### config.mk
export PLATFORM = sky130hd
export DESIGN_NAME = crossbar_mac_array_flat
export DESIGN_NICKNAME = d
export VERILOG_FILES = /design/src/rtl/crossbar_mac_array_pkg.sv /design/src/rtl/crossbar_mac_array_if.sv /design/src/rtl/crossbar_mac_array_col_popcount.sv /design/src/rtl/crossbar_mac_array.sv /design/src/flat_wrapper.sv
export SDC_FILE = /design/constraint.sdc
export NUM_CORES = 1
export LEC_CHECK = 0
export CORE_ASPECT_RATIO = 1.5
export CORE_MARGIN = 10
export CORE_UTILIZATION = 40
export CTS_CLUSTER_SIZE = 24
export DETAILED_ROUTE_END_ITERATION = 12
export SYNTH_ARGS = -nofsm -noshare
export SYNTH_HDL_FRONTEND = slang
export SYNTH_HIERARCHICAL = 1
export SYNTH_SLANG_ARGS = --single-unit
### constraint.sdc
create_clock -name clk -period 4.8 [get_ports clk]
set_clock_uncertainty 0.05 [all_clocks]
set_input_delay 1.2 -clock clk [delete_from_list [all_inputs] [get_ports clk]]
set_output_delay 1.2 -clock clk [all_outputs]
set_load 0.005 [all_outputs]
### src/rtl/crossbar_mac_array_pkg.sv
// Shared opcode and sequencer state encodings for the ReRAM crossbar stand-in.
// Imported by the crossbar top level; the per-column popcount needs none of it.
package crossbar_mac_array_pkg;

  typedef enum logic [2:0] {
    OP_NOP   = 3'd0,
    OP_FORM  = 3'd1,
    OP_SET   = 3'd2,
    OP_RESET = 3'd3,
    OP_READ  = 3'd4,
    OP_MAC   = 3'd5
  } op_e;

  typedef enum logic [2:0] {
    ST_IDLE  = 3'd0,
    ST_WRITE = 3'd1,
    ST_READ  = 3'd2,
    ST_MAC   = 3'd3,
    ST_RESP  = 3'd4
  } state_e;

  function automatic logic op_is_write(input logic [2:0] op);
    return (op == OP_FORM) || (op == OP_SET) || (op == OP_RESET);
  endfunction

endpackage

### src/rtl/crossbar_mac_array_if.sv
// Command/response bus between the user-area controller (master) and the crossbar model (slave).
interface crossbar_mac_array_if #(
  parameter int ROWS    = 8,
  parameter int COLS    = 8,
  parameter int IN_BITS = 4
);
  localparam int ROW_AW = (ROWS > 1) ? $clog2(ROWS) : 1;
  localparam int ACC_W  = $clog2(ROWS + 1) + IN_BITS;

  logic                      cmd_valid;
  logic                      cmd_ready;
  logic [2:0]                cmd_op;
  logic [ROW_AW-1:0]         cmd_row;
  logic [COLS-1:0]           cmd_col_mask;
  logic [ROWS*IN_BITS-1:0]   cmd_act;
  logic                      rsp_valid;
  logic                      rsp_ready;
  logic [COLS*ACC_W-1:0]     rsp_data;
  logic                      rsp_err;
  logic                      busy;

  modport master (
    output cmd_valid, cmd_op, cmd_row, cmd_col_mask, cmd_act, rsp_ready,
    input  cmd_ready, rsp_valid, rsp_data, rsp_err, busy
  );

  modport slave (
    input  cmd_valid, cmd_op, cmd_row, cmd_col_mask, cmd_act, rsp_ready,
    output cmd_ready, rsp_valid, rsp_data, rsp_err, busy
  );

endinterface

### src/rtl/crossbar_mac_array_col_popcount.sv
// Counts the conducting cells on one bitline for a single activation bit-plane.
module crossbar_mac_array_col_popcount #(
  parameter int N = 8,
  parameter int W = $clog2(N + 1)
) (
  input  logic [N-1:0] bits,
  output logic [W-1:0] count
);

  always_comb begin
    count = '0;
    for (int i = 0; i < N; i++) begin
      count = count + W'(bits[i]);
    end
  end

endmodule

### src/rtl/crossbar_mac_array.sv
// Behavioural ROWS x COLS 1T1R crossbar with command sequencer: forming, SET/RESET, row read, bit-serial MAC.
//
//  state    | meaning
//  ---------+--------------------------------------------------------------
//  ST_IDLE  | cmd_ready high, waiting for a command
//  ST_WRITE | FORM/SET/RESET pulse held; array updated when counter hits 0
//  ST_READ  | one-cycle row sense
//  ST_MAC   | one activation bit-plane per cycle, MSB first
//  ST_RESP  | response held until rsp_ready
module crossbar_mac_array
  import crossbar_mac_array_pkg::*;
#(
  parameter int ROWS         = 8,
  parameter int COLS         = 8,
  parameter int IN_BITS      = 4,
  parameter int WRITE_CYCLES = 3
) (
  input logic                  clk,
  input logic                  rst_n,
  crossbar_mac_array_if.slave  bus
);

  localparam int ROW_AW   = (ROWS > 1) ? $clog2(ROWS) : 1;
  localparam int ROW_SPAN = 2 ** ROW_AW;
  localparam int PC_W     = $clog2(ROWS + 1);
  localparam int ACC_W    = PC_W + IN_BITS;
  localparam int BIT_W    = (IN_BITS > 1) ? $clog2(IN_BITS) : 1;
  localparam int WC_W     = (WRITE_CYCLES > 1) ? $clog2(WRITE_CYCLES) : 1;
  localparam int CNT_W    = (WC_W > BIT_W) ? WC_W : BIT_W;

  localparam logic [CNT_W-1:0]    WR_LOAD  = CNT_W'(WRITE_CYCLES - 1);
  localparam logic [CNT_W-1:0]    MAC_LOAD = CNT_W'(IN_BITS - 1);
  // One bit per encodable row address; addresses past ROWS map to 0.
  localparam logic [ROW_SPAN-1:0] ROW_OK   = {ROW_SPAN{1'b1}} >> (ROW_SPAN - ROWS);

  state_e                               state_q, state_d;
  op_e                                  op_q, op_d;
  logic [ROW_AW-1:0]                    row_q, row_d;
  logic [COLS-1:0]                      mask_q, mask_d;
  logic [ROWS-1:0][IN_BITS-1:0]         act_q, act_d;
  logic [CNT_W-1:0]                     cnt_q, cnt_d;
  logic [COLS-1:0][ACC_W-1:0]           acc_q, acc_d;
  logic [ROWS-1:0][COLS-1:0]            cell_q, cell_d;
  logic [ROWS-1:0][COLS-1:0]            formed_q, formed_d;
  logic                                 cmd_ready_q, cmd_ready_d;
  logic                                 rsp_valid_q, rsp_valid_d;
  logic [COLS-1:0][ACC_W-1:0]           rsp_data_q, rsp_data_d;
  logic                                 rsp_err_q, rsp_err_d;
  logic                                 busy_q, busy_d;

  logic                                 row_ok;
  logic                                 wr_err;
  logic [BIT_W-1:0]                     bit_idx;
  logic [COLS-1:0][ROWS-1:0]            col_bits;
  logic [COLS-1:0][PC_W-1:0]            col_cnt;

  assign row_ok  = ROW_OK[bus.cmd_row];
  assign bit_idx = cnt_q[BIT_W-1:0];

  always_comb begin
    col_bits = '0;
    for (int c = 0; c < COLS; c++) begin
      for (int r = 0; r < ROWS; r++) begin
        col_bits[c][r] = cell_q[r][c] & act_q[r][bit_idx];
      end
    end
  end

  for (genvar c = 0; c < COLS; c++) begin : g_col
    crossbar_mac_array_col_popcount #(
      .N (ROWS),
      .W (PC_W)
    ) u_popcount (
      .bits  (col_bits[c]),
      .count (col_cnt[c])
    );
  end

  always_comb begin
    state_d     = state_q;
    op_d        = op_q;
    row_d       = row_q;
    mask_d      = mask_q;
    act_d       = act_q;
    cnt_d       = cnt_q;
    acc_d       = acc_q;
    cell_d      = cell_q;
    formed_d    = formed_q;
    rsp_valid_d = rsp_valid_q;
    rsp_data_d  = rsp_data_q;
    rsp_err_d   = rsp_err_q;
    wr_err      = 1'b0;

    case (state_q)
      ST_IDLE: begin
        if (bus.cmd_valid && cmd_ready_q) begin
          row_d  = bus.cmd_row;
          mask_d = bus.cmd_col_mask;
          act_d  = bus.cmd_act;
          acc_d  = '0;
          if (op_is_write(bus.cmd_op) && row_ok) begin
            op_d    = op_e'(bus.cmd_op);
            cnt_d   = WR_LOAD;
            state_d = ST_WRITE;
          end else if ((bus.cmd_op == OP_READ) && row_ok) begin
            state_d = ST_READ;
          end else if (bus.cmd_op == OP_MAC) begin
            cnt_d   = MAC_LOAD;
            state_d = ST_MAC;
          end else if (bus.cmd_op != OP_NOP) begin
            rsp_valid_d = 1'b1;
            rsp_data_d  = '0;
            rsp_err_d   = 1'b1;
            state_d     = ST_RESP;
          end
        end
      end

      ST_WRITE: begin
        if (cnt_q == '0) begin
          for (int c = 0; c < COLS; c++) begin
            if (mask_q[c]) begin
              case (op_q)
                OP_FORM: begin
                  formed_d[row_q][c] = 1'b1;
                  cell_d[row_q][c]   = 1'b1;
                end
                OP_SET, OP_RESET: begin
                  // Unformed filaments cannot switch; flag and leave the cell alone.
                  if (formed_q[row_q][c]) cell_d[row_q][c] = (op_q == OP_SET);
                  else                    wr_err = 1'b1;
                end
                default: ;
              endcase
            end
          end
          rsp_valid_d = 1'b1;
          rsp_data_d  = '0;
          rsp_err_d   = wr_err;
          state_d     = ST_RESP;
        end else begin
          cnt_d = cnt_q - CNT_W'(1);
        end
      end

      ST_READ: begin
        rsp_data_d = '0;
        for (int c = 0; c < COLS; c++) begin
          rsp_data_d[c] = ACC_W'(cell_q[row_q][c] & formed_q[row_q][c]);
        end
        rsp_valid_d = 1'b1;
        rsp_err_d   = 1'b0;
        state_d     = ST_RESP;
      end

      ST_MAC: begin
        for (int c = 0; c < COLS; c++) begin
          acc_d[c] = {acc_q[c][ACC_W-2:0], 1'b0} + ACC_W'(col_cnt[c]);
        end
        if (cnt_q == '0) begin
          rsp_valid_d = 1'b1;
          rsp_data_d  = acc_d;
          rsp_err_d   = 1'b0;
          state_d     = ST_RESP;
        end else begin
          cnt_d = cnt_q - CNT_W'(1);
        end
      end

      ST_RESP: begin
        if (bus.rsp_ready) begin
          rsp_valid_d = 1'b0;
          state_d     = ST_IDLE;
        end
      end

      default: state_d = ST_IDLE;
    endcase

    cmd_ready_d = (state_d == ST_IDLE);
    busy_d      = (state_d != ST_IDLE);
  end

  always_ff @(posedge clk or negedge rst_n) begin
    if (!rst_n) begin
      state_q     <= ST_IDLE;
      op_q        <= OP_NOP;
      row_q       <= '0;
      mask_q      <= '0;
      act_q       <= '0;
      cnt_q       <= '0;
      acc_q       <= '0;
      cell_q      <= '0;
      formed_q    <= '0;
      cmd_ready_q <= 1'b1;
      rsp_valid_q <= 1'b0;
      rsp_data_q  <= '0;
      rsp_err_q   <= 1'b0;
      busy_q      <= 1'b0;
    end else begin
      state_q     <= state_d;
      op_q        <= op_d;
      row_q       <= row_d;
      mask_q      <= mask_d;
      act_q       <= act_d;
      cnt_q       <= cnt_d;
      acc_q       <= acc_d;
      cell_q      <= cell_d;
      formed_q    <= formed_d;
      cmd_ready_q <= cmd_ready_d;
      rsp_valid_q <= rsp_valid_d;
      rsp_data_q  <= rsp_data_d;
      rsp_err_q   <= rsp_err_d;
      busy_q      <= busy_d;
    end
  end

  assign bus.cmd_ready = cmd_ready_q;
  assign bus.rsp_valid = rsp_valid_q;
  assign bus.rsp_data  = rsp_data_q;
  assign bus.rsp_err   = rsp_err_q;
  assign bus.busy      = busy_q;

endmodule

### src/flat_wrapper.sv
// flat-port wrapper written by rule: the top's interface ports become plain ports
module crossbar_mac_array_flat import crossbar_mac_array_pkg::*;
#(
  parameter int ROWS         = 8,
  parameter int COLS         = 8,
  parameter int IN_BITS      = 4,
  parameter int WRITE_CYCLES = 3
)
  (clk, rst_n, bus_cmd_valid, bus_cmd_op, bus_cmd_row, bus_cmd_col_mask, bus_cmd_act, bus_rsp_ready, bus_cmd_ready, bus_rsp_valid, bus_rsp_data, bus_rsp_err, bus_busy);
  crossbar_mac_array_if #(.ROWS(ROWS), .COLS(COLS), .IN_BITS(IN_BITS)) bus_i ();
  input logic clk;
  input logic rst_n;
  input wire logic [$bits(bus_i.cmd_valid)-1:0] bus_cmd_valid;
  input wire logic [$bits(bus_i.cmd_op)-1:0] bus_cmd_op;
  input wire logic [$bits(bus_i.cmd_row)-1:0] bus_cmd_row;
  input wire logic [$bits(bus_i.cmd_col_mask)-1:0] bus_cmd_col_mask;
  input wire logic [$bits(bus_i.cmd_act)-1:0] bus_cmd_act;
  input wire logic [$bits(bus_i.rsp_ready)-1:0] bus_rsp_ready;
  output wire logic [$bits(bus_i.cmd_ready)-1:0] bus_cmd_ready;
  output wire logic [$bits(bus_i.rsp_valid)-1:0] bus_rsp_valid;
  output wire logic [$bits(bus_i.rsp_data)-1:0] bus_rsp_data;
  output wire logic [$bits(bus_i.rsp_err)-1:0] bus_rsp_err;
  output wire logic [$bits(bus_i.busy)-1:0] bus_busy;
  assign bus_i.cmd_valid = bus_cmd_valid;
  assign bus_i.cmd_op = bus_cmd_op;
  assign bus_i.cmd_row = bus_cmd_row;
  assign bus_i.cmd_col_mask = bus_cmd_col_mask;
  assign bus_i.cmd_act = bus_cmd_act;
  assign bus_i.rsp_ready = bus_rsp_ready;
  assign bus_cmd_ready = bus_i.cmd_ready;
  assign bus_rsp_valid = bus_i.rsp_valid;
  assign bus_rsp_data = bus_i.rsp_data;
  assign bus_rsp_err = bus_i.rsp_err;
  assign bus_busy = bus_i.busy;
  crossbar_mac_array #(.ROWS(ROWS), .COLS(COLS), .IN_BITS(IN_BITS), .WRITE_CYCLES(WRITE_CYCLES)) u_core (.clk(clk), .rst_n(rst_n), .bus(bus_i));
endmodule
### Word-level counts from Yosys, hierarchy flattened

Memories as Yosys holds them, arrays and structs flattened.
Index checks and enable logic that the tools add are counted.

| operators by class | value |
|---|---|
| magnitude comparators | 4 |
| reduce and logical (&&, ||, !) cells | 24 |
| bitwise logic cells | 88 |
| equality and inequality tests | 24 |
| multiplexer cells | 174 |
| add/sub/neg operators | 65 |

Operators by type and width:

| kind | number |
|---|---|
| $mux 64 | 67 |
| $or 64x64->64 | 16 |
| $pmux 64 s2 | 8 |
| $bwmux 64 | 8 |
| $pmux 64 s4 | 1 |
| $demux 8 s3 | 8 |
| $add 4x1->4 | 32 |
| $pmux 63 s2 | 1 |
| $and 1x1->1 | 72 |
| $add 8x4->8 | 8 |
| $mux 63 | 1 |
| $bmux 8 s3 | 2 |
| $mux 1 | 45 |
| $add 3x1->4 | 8 |
| $add 2x1->3 | 8 |
| $mux 3 | 8 |
| $mux 8 | 3 |
| $eq 3x2->1 const B | 6 |
| $add 1x1->2 | 8 |
| $bmux 1 s2 | 8 |
| $reduce_and 8->1 | 2 |
| $mux 2 | 6 |
| $pmux 3 s4 | 1 |
| $ne 2x1->1 const B | 5 |
| 26 further kinds | 47 |

| storage, ports and cells | value |
|---|---|
| memories kept | 1 |
| input port bits | 50 |
| memory bits (read-only) | 8 |
| register bits after elaboration | 303 |
| output and inout port bits | 68 |

Memories:

| name | words | bits a word | read ports | clocked after Yosys merged registers in | write ports | line | RTL |
|---|---|---|---|---|---|---|---|
| (name not given) | 8 | 1 | 1 | 0 | 0 | crossbar_mac_array.sv:57 | `assign row_ok = ROW_OK[bus.cmd_row];` |

### Logic depth before layout (Yosys ltp)

Gate-level depths: netlist of the first run.

| logic depth | value |
|---|---|
| depth after elaboration | 50 |
| depth in mapped cells | 18 |
| mapped depth without buffers | 17 |

### By module

The synthesis of the first run kept the hierarchy.

By module, submodules not included:

| module | cells each | instances | area an instance (um^2) |
|---|---|---|---|
| crossbar_mac_array | 1482 | 1 | 14899.3 |
| crossbar_mac_array_col_popcount | 18 | 8 | 167.7 |

### Least setup slack after synthesis of the first run

Ideal clock, no wire load.

| timing | value |
|---|---|
| path type | reg2reg |
| start point | reg u_core.cnt_q[0], in the netlist u_core/bit_idx[0] |
| end point | reg u_core.rsp_data_q (netlist bit u_core/bus.rsp_data[7]) |
| stages on the path, launching flop included | 19 |
| arrival | 4285 ps |
| path slack | 344 ps |
| library setup time | 121 ps |
| data required time | 4629 ps |
| cell sequence | dfrtp_1 buf_2 mux4_2 and2_1 fa_1 inv_1 fa_1 inv_1 ha_1 inv_1 fa_1 inv_1 ha_1 fa_1 a21oi_1 nor2b_1 nand3_1 xnor2_1 a22o_1 |

RTL lines:

| element | line | RTL |
|---|---|---|
| from (decl) | crossbar_mac_array.sv:41 | `logic [CNT_W-1:0] cnt_q, cnt_d;` |
| from (signal assigned) | crossbar_mac_array.sv:206 | `cnt_q <= cnt_d;` |
| to (signal assigned) | crossbar_mac_array.sv:212 | `rsp_data_q <= rsp_data_d;` |
| to (decl) | crossbar_mac_array.sv:47 | `logic [COLS-1:0][ACC_W-1:0] rsp_data_q, rsp_data_d;` |

==> flow_summary.rst, run 1 <==
.. list-table::
   :header-rows: 1

   * - Metric
     - Value
   * - Synth Cell Area
     - 0.0162 sq mm
   * - Total placed cells including tap cells
     - 2178
   * - Final weighted congestion in routability-driven placement
     - between 0.8 and 0.9
   * - Num ports
     - approximately 120
   * - Number of flops mapped to enable cells by yosys
     - 0
   * - Mean post-synth cell area
     - roughly 10 sq um
   * - Share of post-route cells with drive strength above 1
     - 0.113
   * - Number of buffers created by CTS
     - 30
   * - Synth warnings
     - 6
   * - Gate count after technology mapping
     - 1626
   * - Setup Viol. Count Final
     - 0
   * - Total area of multi-input combinational cells
     - 0.00809 sq mm
   * - Synth-to-layout area growth
     - 19.1%
   * - End point of the worst hold path
     - u_core/formed_q[6]
   * - Combinational Power Share
     - 0.326
   * - Sum of routed wire length over all layers
     - approximately 45 mm
   * - CTS sink cnt
     - between 300 and 400
   * - Element type at the critical path end
     - register
   * - Routing usage on met3
     - 0.0219
   * - Bufs and invs on worst path
     - 4
   * - Slowest Stage Delay on Critical Path
     - 700 ps
   * - Area enclosed by the die boundary
     - 0.0492 sq mm
   * - Net switching power
     - roughly 3.4 mW
   * - Startpoint of the most critical hold path
     - u_core/formed_q[6]
   * - Root cell of the clock tree
     - sky130_fd_sc_hd__clkbuf_16
   * - Sequential standard cell area
     - around 0.0076 sq mm
   * - Period minus WS final
     - roughly 4700 ps
   * - Proportion of synthesized chip area in sequential cells
     - 0.467
   * - Class of the most critical hold timing path
     - reg2reg
   * - Maximum clock insertion buffer count
     - 3
   * - Vias in the first global route
     - approximately 13000
   * - WP depth
     - 17
   * - Biggest fanout along the worst timing path
     - 8
   * - Max-slew headroom
     - 0.167
   * - Busiest layer in global routing
     - met2
   * - Number of distinct standard cells referenced by the synthesized netlist
     - 64
   * - Internal power summed over all cells
     - about 5.6 mW
   * - Data arrival at the endpoint of the critical path
     - about 5100 ps
   * - Leading cell types in the layout, fill and taps excluded
     - sky130_fd_sc_hd__dfrtp_1 (301), sky130_fd_sc_hd__nand2_1 (279), sky130_fd_sc_hd__a21oi_1 (162)
   * - RSZ-0062 raised after global routing
     - yes
   * - # diodes
     - 0
   * - Largest net degree at the start of global routing
     - 102
   * - Final-report max-slew violation count
     - 0
   * - Cell family contributing the most delay on the critical path
     - adder cells
   * - Net Sw Frac
     - 0.378
   * - Register-to-register setup slack
     - 130 ps
   * - Number of search-and-repair iterations in the first detailed-routing pass
     - 5
   * - Maximum frequency from static timing analysis
     - 214 MHz
   * - Final Hold Fails
     - 0
   * - Reg2Reg Depth
     - 17
   * - Total Routing Usage GR
     - 0.181
   * - Net count reported at finish
     - around 1800
   * - Clock latency of the later-clocked register in the worst-skew pair
     - ~590 ps
   * - Overflow left after global routing
     - 0
   * - Power per standard cell area
     - around 470 mW/mm^2
   * - Most common cell after layout, fill and taps aside
     - sky130_fd_sc_hd__dfrtp_1
   * - Number of port buffers
     - about 120
   * - Reg-to-reg critical path startpoint
     - u_core/bit_idx[0]
   * - Post-detailed-placement half-perimeter wirelength
     - 30.9 mm
   * - Clock network fraction of design power
     - 0.325
   * - Element type at the critical path start
     - register
   * - Number of DRC markers in iteration 0
     - approximately 1000
   * - Fraction of the core area covered by cells at the end of the flow
     - 0.481
   * - Layout Cells excl Fill
     - roughly 2200
   * - Ratio of final minimum period to clock period
     - 0.972
   * - Global-route track usage on met1
     - 0.229
   * - Total core area
     - a little over 0.04 sq mm
   * - Number of rows created at floorplan
     - 90
   * - Outcome
     - finished, final reports clean
   * - Met2 Resource Use GR
     - 0.313
   * - Die width
     - 185 um
   * - Wire length of the first global-routing pass
     - between 70 and 80 mm
   * - Fin Hold WS
     - approximately 420 ps
   * - Clock tree from TritonCTS
     - yes
   * - Capture point of the worst reg-to-reg path
     - u_core/bus.rsp_data[31]
   * - Initial antenna violation count
     - 1
   * - Level count of the clock H-tree
     - 1
   * - Filler cell count
     - between 3000 and 4000
   * - Cell seen most often among critical-path stages
     - sky130_fd_sc_hd__inv_1
   * - Final routed wire length divided by cell count
     - 20.2 um
   * - Startpoint-to-endpoint class of the critical path
     - reg2reg
   * - Post-Synthesis Net Count
     - 1765
   * - Die height
     - about 270 um
   * - Synth Flop Type
     - sky130_fd_sc_hd__dfrtp_1
   * - Antenna-violating nets left
     - 0
   * - Leakage component of the power
     - ~8.7 nW
   * - Vias per Instance
     - around 5.7
   * - Slowest-stage cell, CP
     - sky130_fd_sc_hd__mux4_2
   * - Max-cap viol count
     - 0
   * - Critical path required time
     - between 5000 and 6000 ps
   * - Fraction of registers with async set/reset
     - 1.00
   * - Flop pwr share
     - 0.349
   * - Vias
     - 12700
   * - Series of cell instances along the critical path
     - mux4_2, and2_4, fa_1, inv_1, fa_1, inv_1, ha_2, inv_1, fa_2, inv_1, ha_2, fa_2, a21oi_1, nor2b_1, nand3_1, xnor2_1, a22o_1
   * - Number of register bits inferred by synthesis
     - roughly 300
   * - VDD IR max
     - 0.296 mV
   * - Clock transition at path regs
     - around 70 ps
   * - Number of remaining DRC errors
     - 0
   * - Slew at the pin closest to its max-slew limit
     - 1250 ps
   * - Initial core utilization
     - 0.404
   * - Cell depth of the worst min-delay path
     - 1
[synthesized netlist by cell type (3+ instances only)]
library cell	instances	share of area
sky130_fd_sc_hd__a22oi_2	4	0.0031
sky130_fd_sc_hd__a21oi_1	176	0.054
sky130_fd_sc_hd__mux2i_1	12	0.0074
sky130_fd_sc_hd__inv_1	77	0.018
sky130_fd_sc_hd__buf_2	22	0.0068
sky130_fd_sc_hd__buf_4	8	0.0037
sky130_fd_sc_hd__nand2_1	280	0.065
sky130_fd_sc_hd__o31ai_1	25	0.012
sky130_fd_sc_hd__mux2_4	5	0.0046
sky130_fd_sc_hd__nor2_1	23	0.0053
sky130_fd_sc_hd__mux4_1	4	0.0065
sky130_fd_sc_hd__mux4_2	14	0.019
sky130_fd_sc_hd__fa_1	40	0.049
sky130_fd_sc_hd__dfrtp_1	302	0.47
sky130_fd_sc_hd__a22oi_1	36	0.017
sky130_fd_sc_hd__ha_1	49	0.038
sky130_fd_sc_hd__a32oi_1	7	0.0038
sky130_fd_sc_hd__xnor2_1	48	0.026
sky130_fd_sc_hd__a31oi_1	18	0.0069
sky130_fd_sc_hd__buf_1	8	0.0018
sky130_fd_sc_hd__and2_1	80	0.031
sky130_fd_sc_hd__o21ai_0	43	0.013
sky130_fd_sc_hd__nor2b_1	20	0.0077
sky130_fd_sc_hd__nand3_1	23	0.0071
sky130_fd_sc_hd__and3_1	3	0.0012
sky130_fd_sc_hd__o21bai_1	64	0.030
sky130_fd_sc_hd__o22ai_1	56	0.022
sky130_fd_sc_hd__o21ai_1	3	0.00092
sky130_fd_sc_hd__a21o_1	9	0.0042
sky130_fd_sc_hd__a22o_1	32	0.017
sky130_fd_sc_hd__or3_1	3	0.0012
sky130_fd_sc_hd__clkbuf_1	61	0.014
sky130_fd_sc_hd__buf_6	6	0.0042
sky130_fd_sc_hd__and3b_1	3	0.0016
sky130_fd_sc_hd__nor3b_2	3	0.0023
sky130_fd_sc_hd__a21oi_2	3	0.0016
sky130_fd_sc_hd__a2bb2oi_1	8	0.0043
sky130_fd_sc_hd__nand2b_1	3	0.0012
sky130_fd_sc_hd__nand4_1	8	0.0031
sky130_fd_sc_hd__nor3_1	10	0.0031
[metrics by stage]
| stage | setup TNS, ps | power (mW) | area [sq um] | setup slack [ps] |
|---|---|---|---|---|
| after floorplan | 0 | 4.99 | 16200 | 344 |
| after global placement | -9.11 | 6.01 | 17900 | -9.11 |
| after detailed placement | -692 | 6.04 | 17900 | -83.1 |
| after CTS | 0 | 9.00 | 19100 | 42.0 |
| after global routing | -169 | 9.43 | 19300 | -45.0 |
| final | 0 | 9.03 | 19300 | 132 |
[cell families after synthesis]
| logic type | synth area share |
|---|---|
| xor gates and xnor gates | 0.0259 |
| muxes | 0.0379 |
| buffers and inverters | 0.0496 |
| DFF | 0.467 |
| adders and majority gates | 0.0871 |
| AOI/OAI and AO/OA | 0.197 |
| and+or+nand+nor | 0.135 |
[power groups by stage]
stage	combinational [mW]	clock (mW)	sequential (mW)
global route	3.15	3.08	3.20
finish	2.94	2.94	3.16
CTS	2.85	2.99	3.15
floorplan	2.00	0	3.00
global placement	2.81	0	3.19
detailed placement	2.84	0	3.20
[final cells by class]
| cell class | count | area share |
|---|---|---|
| clock inverter | 20 | 0.0219 |
| tap | 506 | 0.0327 |
| inverter | 77 | 0.0149 |
| clock buffer | 36 | 0.0426 |
| timing repair buffer | 154 | 0.0777 |
| sequential | 303 | 0.392 |
| multi-input combinational | 1140 | 0.418 |
[worst register-to-register path, delay by kind of cell (launching register included)]
family / cells / cell delay, ps
xor gates and xnor gates: 1 / 70
DFF: 1 / 500
buffers and inverters: 4 / 240
and+or+nand+nor: 3 / 400
adders and majority gates: 6 / 2290
muxes: 1 / 700
AOI/OAI and AO/OA: 2 / 320
[registers in the layout (all words and copies together), names as in the netlist]
| register | flops |
|---|---|
| u_core/bus.rsp_valid | 1 |
| u_core/act_q | 32 |
| u_core/bus.cmd_ready | 1 |
| u_core/bus.busy | 1 |
| u_core/bus.rsp_data | 64 |
| u_core/mask_q | 8 |
| u_core/row_q | 3 |
| u_core/cell_q | 64 |
| u_core/op_q | 3 |
| u_core/formed_q | 64 |
| u_core/state_q | 3 |
| u_core/acc_q | 56 |
| u_core/bus.rsp_err | 1 |
| u_core/bit_idx | 2 |
[worst max-delay path by stage]
stage | from | end | slack, ps
4_1_cts | u_core/bit_idx[0] | u_core/bus.rsp_data[20] | 40
2_1_floorplan | u_core/bit_idx[0] | u_core/bus.rsp_data[7] | 340
3_3_place_gp | u_core/bit_idx[0] | u_core/bus.rsp_data[6] | -9
3_5_place_dp | u_core/bit_idx[0] | u_core/bus.rsp_data[6] | -80
5_1_grt | u_core/bit_idx[0] | u_core/bus.rsp_data[21] | -50
6_report | u_core/bit_idx[0] | u_core/bus.rsp_data[31] | 130
[what timing repair did]
item | in CTS | in global routing
cloned | 0 | 0
hold buffers | 0 | 0
pin swaps | 0 | 37
buffers inserted | 0 | 2
gates resized for setup | 2 | 58
setup endpoints to repair | 39 | 57
[routing by layer]
layer | part of all wire | routed length, um
met1 | 0.42 | 19200
met2 | 0.50 | 22700
met3 | 0.046 | 2090
met4 | 0.028 | 1270
met5 | 0 | 0
(Power assumes the default switching activity.)
==> run 2, diff against run 1 <==
--- a/config.mk
+++ b/config.mk
@@ -8,7 +8,6 @@
 export CORE_ASPECT_RATIO = 1.5
 export CORE_MARGIN = 10
 export CORE_UTILIZATION = 40
-export CTS_CLUSTER_SIZE = 24
 export DETAILED_ROUTE_END_ITERATION = 12
 export SYNTH_ARGS = -nofsm -noshare
 export SYNTH_HDL_FRONTEND = slang
==> results of run 2 <==
Final layout, timing and power as in run 1 (identical DEF).
